<file path="config.mk">
export PLATFORM = sky130hd
export DESIGN_NAME = bus_copy_master
export DESIGN_NICKNAME = d
export VERILOG_FILES = /design/src/rtl/bus_copy_master.sv
export SDC_FILE = /design/constraint.sdc
export NUM_CORES = 1
export LEC_CHECK = 0
export ABC_AREA = 0
export BUFFER_PORTS_ARGS = -buffer_cell sky130_fd_sc_hd__clkbuf_2
export CORE_MARGIN = 4
export CORE_UTILIZATION = 40
export CTS_CLUSTER_SIZE = 28
export DETAILED_ROUTE_END_ITERATION = 8
export GPL_TIMING_DRIVEN = 0
export HOLD_SLACK_MARGIN = 0.06
export SYNTH_ARGS = -nofsm -noshare
export SYNTH_HDL_FRONTEND = slang
export SYNTH_SLANG_ARGS = --single-unit
</file>
<file path="constraint.sdc">
create_clock -name clk -period 6.4 [get_ports clk]
set_input_delay 0.32 -clock clk [delete_from_list [all_inputs] [get_ports clk]]
set_output_delay 0.32 -clock clk [all_outputs]
set_load 0.005 [all_outputs]
</file>
<file path="src/rtl/bus_copy_master.sv">
// bus_copy_master
//   Copies a block of 32-bit words from one address to another. It acts as
//   the initiator on a PicoRV32-style native memory bus. Each word is moved
//   with one read followed by one write. A single idle cycle separates
//   consecutive bus transactions.
//
// Ports
//   clk, rstn          clock; asynchronous active-low reset
//   start              request, sampled only while idle
//   src_addr/dst_addr  byte addresses; the low two bits are ignored
//   len_words          number of words to copy (0 completes immediately)
//   abort              stops the copy at the next transaction boundary
//   busy/done/err      status; done is a one-cycle pulse, err is sticky
//   count              words fully written in the current or last transfer
//   mem_*              native memory bus, master side
module bus_copy_master #(
  parameter int LEN_W          = 16,
  parameter int TIMEOUT_CYCLES = 255
) (
  input  logic             clk,
  input  logic             rstn,
  input  logic             start,
  input  logic [31:0]      src_addr,
  input  logic [31:0]      dst_addr,
  input  logic [LEN_W-1:0] len_words,
  input  logic             abort,
  output logic             busy,
  output logic             done,
  output logic             err,
  output logic [LEN_W-1:0] count,
  output logic             mem_valid,
  input  logic             mem_ready,
  output logic [31:0]      mem_addr,
  output logic [31:0]      mem_wdata,
  output logic [3:0]       mem_wstrb,
  input  logic [31:0]      mem_rdata
);

  typedef enum logic [2:0] {
    IDLE,
    RD,
    RD_GAP,
    WR,
    WR_GAP,
    FIN
  } state_e;

  // A timeout of zero means the bus may stall forever.
  localparam bit          TMO_EN   = (TIMEOUT_CYCLES != 0);
  localparam logic [31:0] TMO_LAST = TMO_EN ? 32'(TIMEOUT_CYCLES - 1) : 32'd0;

  state_e           state_q, state_d;
  logic [31:0]      src_q, src_d;
  logic [31:0]      dst_q, dst_d;
  logic [31:0]      buf_q, buf_d;
  logic [31:0]      tmo_q, tmo_d;
  logic [LEN_W-1:0] len_q, len_d;
  logic [LEN_W-1:0] count_q, count_d;
  logic             err_q, err_d;
  logic             tmo_hit;

  // tmo_q counts the cycles the current request has waited. The request
  // expires on the edge that ends its TIMEOUT_CYCLES-th cycle.
  assign tmo_hit = TMO_EN && (tmo_q == TMO_LAST);

  always_comb begin
    state_d = state_q;
    src_d   = src_q;
    dst_d   = dst_q;
    buf_d   = buf_q;
    tmo_d   = tmo_q;
    len_d   = len_q;
    count_d = count_q;
    err_d   = err_q;

    case (state_q)
      IDLE: begin
        if (start) begin
          src_d   = src_addr & 32'hFFFF_FFFC;
          dst_d   = dst_addr & 32'hFFFF_FFFC;
          len_d   = len_words;
          count_d = '0;
          err_d   = 1'b0;
          tmo_d   = '0;
          state_d = (len_words == '0) ? FIN : RD;
        end
      end

      RD: begin
        // A ready on the expiry edge still completes the read.
        if (mem_ready) begin
          buf_d   = mem_rdata;
          src_d   = src_q + 32'd4;
          state_d = RD_GAP;
        end else if (tmo_hit) begin
          err_d   = 1'b1;
          state_d = FIN;
        end else if (TMO_EN) begin
          tmo_d = tmo_q + 32'd1;
        end
      end

      RD_GAP: begin
        tmo_d = '0;
        if (abort) begin
          err_d   = 1'b1;
          state_d = FIN;
        end else begin
          state_d = WR;
        end
      end

      WR: begin
        if (mem_ready) begin
          dst_d   = dst_q + 32'd4;
          count_d = count_q + LEN_W'(1);
          state_d = (count_d == len_q) ? FIN : WR_GAP;
        end else if (tmo_hit) begin
          err_d   = 1'b1;
          state_d = FIN;
        end else if (TMO_EN) begin
          tmo_d = tmo_q + 32'd1;
        end
      end

      WR_GAP: begin
        tmo_d = '0;
        if (abort) begin
          err_d   = 1'b1;
          state_d = FIN;
        end else begin
          state_d = RD;
        end
      end

      FIN: begin
        state_d = IDLE;
      end

      default: begin
        state_d = IDLE;
      end
    endcase
  end

  always_ff @(posedge clk or negedge rstn) begin
    if (!rstn) begin
      state_q <= IDLE;
      src_q   <= '0;
      dst_q   <= '0;
      buf_q   <= '0;
      tmo_q   <= '0;
      len_q   <= '0;
      count_q <= '0;
      err_q   <= 1'b0;
    end else begin
      state_q <= state_d;
      src_q   <= src_d;
      dst_q   <= dst_d;
      buf_q   <= buf_d;
      tmo_q   <= tmo_d;
      len_q   <= len_d;
      count_q <= count_d;
      err_q   <= err_d;
    end
  end

  // The bus outputs decode straight from registered state. They cannot
  // change while a request is held, and they drop on the completing edge.
  assign mem_valid = (state_q == RD) || (state_q == WR);
  assign mem_addr  = (state_q == RD) ? src_q : ((state_q == WR) ? dst_q : 32'd0);
  assign mem_wdata = (state_q == WR) ? buf_q : 32'd0;
  assign mem_wstrb = (state_q == WR) ? 4'hF : 4'h0;

  assign busy  = (state_q != IDLE);
  assign done  = (state_q == FIN);
  assign err   = err_q;
  assign count = count_q;

endmodule
</file>
==> results.json, run 1 <==
{
  "port_buffers": 198,
  "maxCapViolCount": 0,
  "synth_edf_count": 0,
  "ir_drop_mv": 0.196,
  "start_util_pct": 40.9,
  "wirelength_mm": 31.3,
  "grt_max_degree": 91,
  "drc": 0,
  "ys_ff_latch": 160,
  "synthTopCellsByArea": "dfrtp_1 (43%), nand2_1 (7.3%), a21oi_1 (5.5%), o21ai_0 (4.5%), mux2_2 (4.1%)",
  "yosysMostFrequentCell": "nand2_1",
  "core_area_um2": 22800,
  "fin_area_um2": 11400,
  "clockBufferDepth": 2,
  "cts_max_level": 4,
  "antenna_found_initial": 1,
  "ys_types": 69,
  "vias": 9327,
  "syn_area_per_cell_um2": 8.44,
  "synth_common_cells": "nand2_1 (183), dfrtp_1 (160), a21oi_1 (103)",
  "cts.clk_slew.worst_paths_ns": 0.07,
  "synth.area.mux_share_pct": 4.63,
  "synthCells": 1108,
  "grt_pass1_wl_mm": 49.1,
  "dieWidth_um": 161,
  "post_drt_wl_per_cell_um": 18.9,
  "status": "complete, no violations",
  "top_level_ports": 205,
  "crit_required_ns": 6.08,
  "syn_area_um2": 9360,
  "tightestPinTransition_ns": 0.941,
  "hp-class": "input port to flop",
  "utilization_pct": 49.8,
  "drive_above_1_share_pct": 22.6,
  "synth_top_area_cell": "dfrtp_1",
  "fin_crit_sh_pct": 55.4,
  "nNetsFinal": 1450,
  "fin_tns_setup_ns": 0,
  "synthArstFlopShare_pct": 100,
  "max_freq_ghz": 0.282,
  "p_leak_nw": 5.18,
  "crit_arrival_ns": 3.22,
  "setup_violations": 0,
  "report.final.slew_viol_count": 0,
  "cp-start-kind": "flop",
  "slew_headroom_pct": 36.7,
  "gp_congestion": 0.925,
  "row_count": 55,
  "period_minus_slack_ns": 3.54,
  "yosys.area_share.simple_pct": 24.6,
  "synth_compound_area_share_pct": 20.3,
  "clock_latency_ns": 0.43,
  "rsz0062_at_grt": "false",
  "synth_top_area_share_pct": 42.8,
  "clock_skew_ns": 0.0148,
  "root_buffer": "clkbuf_16",
  "synth-xor-area-share_pct": 2.81,
  "hpwl_mm": 23.1,
  "syn2layout_area_growth_pct": 21.7,
  "yosysSeqAreaShare_pct": 42.8,
  "grt_pass1_vias": 8823,
  "first_iter_violations": 770,
  "grt.total_usage_pct": 23.6,
  "finalHoldViolations": 0,
  "synth_warnings": 0,
  "ant_nets": 0,
  "dieArea_um2": 25900,
  "clkSinkCount": 160,
  "cts_buffers": 17,
  "worst_setup_path_end_kind": "output pin",
  "critical_path_class": "flop to output pin",
  "via_per_inst": 5.64,
  "synth_top_family_by_area": "simple AND/OR/NAND/NOR gates",
  "die_h_um": 161,
  "place_area_um2": 10800,
  "gr-total-overflow": 0,
  "yosys_most_used_dff": "dfrtp_1",
  "drt_first_pass_iters": 5,
  "critical_path.max_fanout": 13,
  "cts_tree": "done",
  "synth_fa_ha_area_share_pct": 0.669,
  "diodes": 0,
  "powerDensity_nw_per_um2": 467
}
## cell families (layout without fill, tap and decap cells)
logic type,Yosys count,after routing
compound gates,311,311
xor+xnor,30,30
fa+ha+maj,5,5
buf+inv,92,324
flops,160,160
mux,39,39
other cells,1,2
simple gates,470,470
## critical path, cell delays in order (launching register included)
cell,delay (ns)
dfrtp_1,0.38
nand2b_1,0.15
buf_2,0.21
inv_1,0.24
nand2_1,0.19
inv_1,0.13
clkbuf_1,0.37
buf_1,0.62
nand2_1,0.23
o21ai_0,0.14
clkbuf_2,0.15
## placed cells by master, fill, tap and decap left out, drive strengths merged, types with 3 or more instances in the layout
master,netlist,routed
a2bb2oi,12,12
nand2,183,183
o211ai,3,3
o31ai,13,13
mux2i,5,5
a21oi,104,104
o22ai,30,30
a31oi,14,14
or4,4,4
or3,6,6
and4,5,5
nand2b,5,5
clkinvlp,0,3
ha,5,5
a21o,8,8
dfrtp,160,160
a22o,14,14
inv,16,25
nor2,75,75
nand3,55,55
and2,8,8
o21ai,84,84
o22a,4,4
nor3,25,25
nand3b,3,3
buf,28,29
a211oi,8,8
xnor2,22,22
and3,51,51
nor3b,3,3
nand4,17,17
mux2,34,34
xor2,8,8
clkbuf,48,263
nor4,22,22
## what timing repair did
item                       CTS  global route
hold buffers                 1             0
setup endpoints to repair    0             0
resized for setup            0             0
hold endpoints to repair    70             0
buffers inserted             0             0
## through the flow
stage	hold WS, ns	setup WS, ns	total power [mW]	instances
2_1_floorplan	0.0244	4.23	3.27	1109
3_3_place_gp	0.482	1.88	4.23	1620
3_5_place_dp	0.383	3.30	4.25	1621
4_1_cts	0.0857	2.83	5.31	1654
5_1_grt	0.0929	2.56	5.69	1654
6_report	0.103	2.86	5.31	1654
## power breakdown
part	switching, mW	leakage, nW	internal (mW)
combinational	1.55	2.93	0.973
clock	0.487	0.283	0.558
sequential	0.367	1.96	1.38
total	2.41	5.18	2.91
## flip-flops by register name, summed over array words and instances, names as in the netlist
| signal | cells |
|---|---|
| len_q | 16 |
| err | 1 |
| src_q | 30 |
| tmo_q | 32 |
| buf_q | 32 |
| dst_q | 30 |
| count | 16 |
| state_q | 3 |
## final cells by class
type	count	area, um^2
buffer	76	332
clock buffer	17	425
clock inverter	15	169
fill	2267	11500
inverter	16	60.1
multi-input combinational	857	4960
sequential	160	4000
tap	313	392
timing repair buffer	200	1040
## worst paths after layout
kind	start	end	slack (ns)	cells after the start
max in group asynchronous	rstn	dst_q[16]$_DFFE_PN0P_	5.05	3
setup reg to reg	state_q[2]$_DFFE_PN0N_	buf_q[25]$_DFFE_PN0P_	3.76	6
min in group asynchronous	rstn	tmo_q[28]$_DFFE_PN0P_	0.48	2
setup / recovery	state_q[2]$_DFFE_PN0N_	mem_addr[15]	2.86	10
hold / removal	len_words[3]	len_q[3]$_DFFE_PN0P_	0.10	3
hold reg to reg	buf_q[24]$_DFFE_PN0P_	buf_q[24]$_DFFE_PN0P_	0.50	1
## routing by layer
layer / track usage (%) / vias to the layer above / part of all wire (%)
met1: 34.6 / 4419 / 45
li1: - / 4451 / -
met5: 0 / - / 0.042
met2: 35.8 / 418 / 45
met4: 5.62 / 2 / 1.6
met3: 5.29 / 37 / 8.3
Note: power is estimated with default switching activity, not from simulation.
==> inputs of run 2 (changes only) <==
clock period = 2.9 ns   (was 6.4 ns; I/O delays follow)
==> run 2 against run 1 <==
Wire length grew 3.5%. Clock power grew 120%. Sequential power grew 120%. Largest cell class unchanged. Highest routed layer is now met4.
==> results.json, run 2 (synthesis results as in run 1) <==
{
  "dieWidth_um": 161,
  "slew_headroom_pct": 39.1,
  "port_buffers": 198,
  "use_met3_pct": 4.77,
  "cp_slowest_cell": "dfrtp_1",
  "hpwl_mm": 23.1,
  "drt_first_pass_iters": 5,
  "clock_latency_ns": 0.43,
  "vias": 9717,
  "tightestPinTransition_ns": 0.905,
  "grt.total_usage_pct": 24.5,
  "wirelength_mm": 32.4,
  "max_freq_ghz": 0.367,
  "grt_max_degree": 91,
  "utilization_pct": 53.6,
  "top_level_ports": 205,
  "status": "complete, no violations",
  "critical_path_class": "flop to output pin",
  "nNetsFinal": 1534,
  "root_buffer": "clkbuf_16",
  "drive_above_1_share_pct": 22.1,
  "cts_max_level": 4,
  "setup_violations": 0,
  "crit_chain": "nand2b_1 > clkbuf_4 > clkinvlp_4 > nand2_1 > inv_1 > clkbuf_2 > clkbuf_2 > a22o_1 > clkbuf_2",
  "drc": 0,
  "clockBufferDepth": 2,
  "crit_required_ns": 2.76,
  "hold_slack_ns": 0.0628,
  "maxCapViolCount": 0,
  "die_h_um": 161,
  "cts_buffers": 17,
  "reg2regPathDepth": 6,
  "first_iter_violations": 809,
  "grt_pass1_vias": 9286,
  "worst_setup_path_end_kind": "output pin",
  "cts.clk_slew.worst_paths_ns": 0.07,
  "report.final.slew_viol_count": 0,
  "critical-path-top-cell-by-count": "clkbuf_2",
  "use_met1_pct": 35.4,
  "cts_tree": "done",
  "p_leak_nw": 5.56,
  "syn2layout_area_growth_pct": 31.0,
  "post_drt_wl_per_cell_um": 18.6,
  "hp-class": "input port to flop",
  "gr-total-overflow": 0,
  "crit_path_max_incr_delay_ns": 0.42,
  "finalHoldViolations": 0,
  "row_count": 55,
  "fin_crit_sh_pct": 94.0,
  "antenna_found_initial": 1,
  "via_per_inst": 5.59,
  "ant_nets": 0,
  "hold_depth": 3,
  "dieArea_um2": 25900,
  "clock_skew_ns": 0.0150,
  "grt_pass1_wl_mm": 51.1,
  "period_minus_slack_ns": 2.72,
  "critical_path.max_fanout": 10,
  "most-common-layout-cells": "clkbuf_2 (204), nand2_1 (183), dfrtp_1 (160)",
  "layout_commonest_cell": "clkbuf_2",
  "gp_congestion": 0.925,
  "clkSinkCount": 160,
  "start_util_pct": 40.9,
  "cp-start-kind": "flop",
  "grt_use_met2_pct": 38.3,
  "post_cts_buffers": 0,
  "crit_arrival_ns": 2.58,
  "busiest_layer": "met2",
  "ir_drop_mv": 0.458,
  "reg_top3": "buf_q x32, tmo_q x32",
  "powerDensity_nw_per_um2": 969,
  "core_area_um2": 22800
}
==> run 2: changes by cell type in the layout (fill, tap and decap cells not counted), moves of 3 or more <==
cell,previous run,this run
dlygate4sd3_1,1,86
clkbuf_2,197,204
clkbuf_1,48,40
buf_1,7,4
==> run 2: routing by layer <==
metal	vias up	part of all wire, %
li1	4626	-
met3	35	7.7
met1	4623	45
met4	0	1.5
met2	433	46
met5	-	0
==> run 2: critical path: cells and delay by family, from the launching register on <==
kind	cells	cell delay [ns]
AND/OR/NAND/NOR	2	0.32
buffers and inverters	6	1.10
AO/OA/AOI/OAI	1	0.31
flip-flops	1	0.42
==> run 2: report_power, final <==
| part | total (mW) | internal, mW | switching (mW) |
|---|---|---|---|
| Combinational | 5.71 | 2.25 | 3.46 |
| Clock | 2.31 | 1.23 | 1.08 |
| Sequential | 3.85 | 3.04 | 0.817 |
==> run 2: area by class of cell <==
| class | instances | area, um^2 |
|---|---|---|
| Sequential cell | 160 | 4000 |
| Buffer | 75 | 345 |
| Tap cell | 313 | 392 |
| Clock inverter | 15 | 169 |
| Multi-Input combinational cell | 857 | 4960 |
| Clock buffer | 17 | 425 |
| Inverter | 16 | 63.8 |
| Antenna cell | 1 | 2.50 |
| Fill cell | 2161 | 10600 |
| Timing Repair Buffer | 285 | 1890 |
==> run 2: worst paths after layout <==
path                                        startpoint                     to  slack, ns
worst max-delay path            state_q[0]$_DFFE_PN0N_           mem_addr[21]       0.18
worst min-delay path                       dst_addr[6]   dst_q[6]$_DFFE_PN0P_       0.06
worst max register to register  state_q[2]$_DFFE_PN0N_  buf_q[22]$_DFFE_PN0P_       0.22
worst min register to register   buf_q[24]$_DFFE_PN0P_  buf_q[24]$_DFFE_PN0P_       0.50
max in group asynchronous                         rstn   src_q[3]$_DFFE_PN0P_       1.73
min in group asynchronous                         rstn  tmo_q[28]$_DFFE_PN0P_       0.30
==> run 2: timing repair <==
item | in CTS | in global routing
gates resized for setup | 7 | 11
setup endpoints to repair | 26 | 22
hold endpoints to repair | 155 | 0
hold buffers | 86 | 0
pin swaps | 0 | 0
==> run 2: metrics by stage <==
step	power, mW	setup slack, ns	instances	cell area [um^2]	setup TNS [ns]
finish	11.9	0.175	1739	12300	0
global route	12.7	-0.00886	1739	12300	-0.0164
CTS	11.8	0.0477	1738	12200	0
detailed placement	9.38	-0.0293	1621	10800	-0.0293
global placement	9.33	-1.44	1620	10700	-228.75
floorplan	7.21	0.830	1109	9360	0
==> inputs of run 3 (changes only) <==
CTS_BUF_LIST = sky130_fd_sc_hd__clkbuf_8   (was not set)
==> run 3 against run 2 <==
Setup slack got worse by 0.017 ns. Core utilization about the same. Largest cell class unchanged. Critical path type unchanged. Global-route usage increased by 0.12 points. Total power decreased by 4.7%. Largest power group unchanged. Sequential share of layout area about the same. Clock power decreased by 25%.
==> results.json, run 3 (synthesis results as in run 1) <==
{
  "tightestPinTransition_ns": 0.933,
  "drc": 0,
  "crit_arrival_ns": 2.60,
  "drt_first_pass_iters": 7,
  "hpwl_mm": 23.1,
  "fin_crit_sh_pct": 94.5,
  "setup_violations": 0,
  "critical_path_class": "flop to output pin",
  "via_per_inst": 5.57,
  "dieWidth_um": 161,
  "worst_setup_path_end_kind": "output pin",
  "syn2layout_area_growth_pct": 31.0,
  "gp_congestion": 0.925,
  "powerDensity_nw_per_um2": 923,
  "port_buffers": 198,
  "clock_latency_ns": 0.48,
  "hp-class": "input port to flop",
  "die_h_um": 161,
  "post_drt_wl_per_cell_um": 18.5,
  "antenna_found_initial": 1,
  "top_level_ports": 205,
  "grt_max_degree": 91,
  "clkSinkCount": 160,
  "clockBufferDepth": 2,
  "maxCapViolCount": 0,
  "fillers": 2166,
  "crit_required_ns": 2.76,
  "wirelength_mm": 32.5,
  "p_leak_nw": 5.55,
  "start_util_pct": 40.9,
  "critical_path.max_fanout": 10,
  "grt_pass1_vias": 9360,
  "finalHoldViolations": 0,
  "nNetsFinal": 1553,
  "dieArea_um2": 25900,
  "status": "complete, no violations",
  "cp-start-kind": "flop",
  "period_minus_slack_ns": 2.74,
  "layout_commonest_cell": "clkbuf_2",
  "hold_slack_ns": 0.0795,
  "report.final.slew_viol_count": 0,
  "row_count": 55,
  "slew_headroom_pct": 37.2,
  "grt_pass1_wl_mm": 51.3,
  "most-common-layout-cells": "clkbuf_2 (203), nand2_1 (182), dfrtp_1 (160)",
  "cts_tree": "done",
  "core_area_um2": 22800,
  "gr-total-overflow": 0,
  "rsz0062_at_grt": "false",
  "max_freq_ghz": 0.365,
  "reg_top3": "buf_q x32, tmo_q x32",
  "finalPower_mw": 11.3,
  "cts_buffers": 17,
  "vias": 9785,
  "drive_above_1_share_pct": 21.9,
  "root_buffer": "clkbuf_8",
  "clock_skew_ns": 0.0216,
  "cts.clk_slew.worst_paths_ns": 0.09,
  "cts_max_level": 4,
  "ant_nets": 0,
  "ir_drop_mv": 0.427,
  "grt.total_usage_pct": 24.6,
  "first_iter_violations": 887
}
## run 3: changes by cell type in the layout (fill, tap and decap cells not counted), sizes merged
cell	before	now
dlygate4sd3	86	105
## run 3: path summary, 6_finish.rpt
check | startpoint | endpoint | slack [ns] | depth (start not counted)
hold reg to reg | buf_q[24]$_DFFE_PN0P_ | buf_q[24]$_DFFE_PN0P_ | 0.51 | 1
setup / recovery | state_q[0]$_DFFE_PN0N_ | mem_addr[16] | 0.16 | 6
setup reg to reg | count[0]$_DFFE_PN0P_ | state_q[0]$_DFFE_PN0N_ | 0.26 | 6
max in group asynchronous | rstn | count[7]$_DFFE_PN0P_ | 1.76 | 3
min in group asynchronous | rstn | tmo_q[28]$_DFFE_PN0P_ | 0.26 | 2
hold / removal | dst_addr[23] | dst_q[23]$_DFFE_PN0P_ | 0.08 | 3
## run 3: what timing repair did
action,in CTS,in global routing
buffers inserted,0,0
setup endpoints to repair,27,28
endpoints found under the hold margin,174,0
resized for setup,8,9
pin swaps,0,0
hold buffers,105,0
## run 3: area by class of cell
| class | count | area [um^2] | share of cell area [%] |
|---|---|---|---|
| multi-input cells | 857 | 4970 | 40.5 |
| flip-flops and latches | 160 | 4000 | 32.7 |
| repair buffers | 304 | 2080 | 17.0 |
| well taps | 313 | 392 | 3.20 |
| plain buffers | 75 | 344 | 2.81 |
| clock buffers | 17 | 234 | 1.91 |
| clock inverters | 15 | 169 | 1.38 |
| inverters | 16 | 63.8 | 0.521 |
| diodes | 1 | 2.50 | 0.0204 |
## run 3: metal layers
metal  wire [um]  track usage (%)  up-vias
li1            -                -     4666
met1       14700             35.6     4650
met2       14700             38.0      427
met3        2470             4.57       42
met4         656             6.86        0
met5           0                0        -
## run 3: report_power, final
part | switching, mW | total (mW) | internal, mW
registers | 0.817 | 3.85 | 3.03
logic | 3.47 | 5.74 | 2.27
clock network | 1.00 | 1.73 | 0.726
total | 5.29 | 11.3 | 6.02
## run 3: through the flow
stage               util (%)  setup slack (ns)  std cells  TNS [ns]  instance area [um^2]
global placement        47.0             -1.44       1620   -228.75                 10700
floorplan                  -             0.830       1109         0                  9360
CTS                     53.6            0.0375       1757         0                 12200
detailed placement      47.2           -0.0293       1621   -0.0293                 10800
global route            53.6           0.00292       1758         0                 12300
finish                  53.6             0.158       1758         0                 12300
## run 3: worst max-delay path, cell delays in order (launching register included)
cell      delay, ns
dfrtp_1        0.42
clkbuf_1       0.35
and2_2         0.33
clkbuf_1       0.43
nand2_1        0.22
o21ai_0        0.20
clkbuf_2       0.18
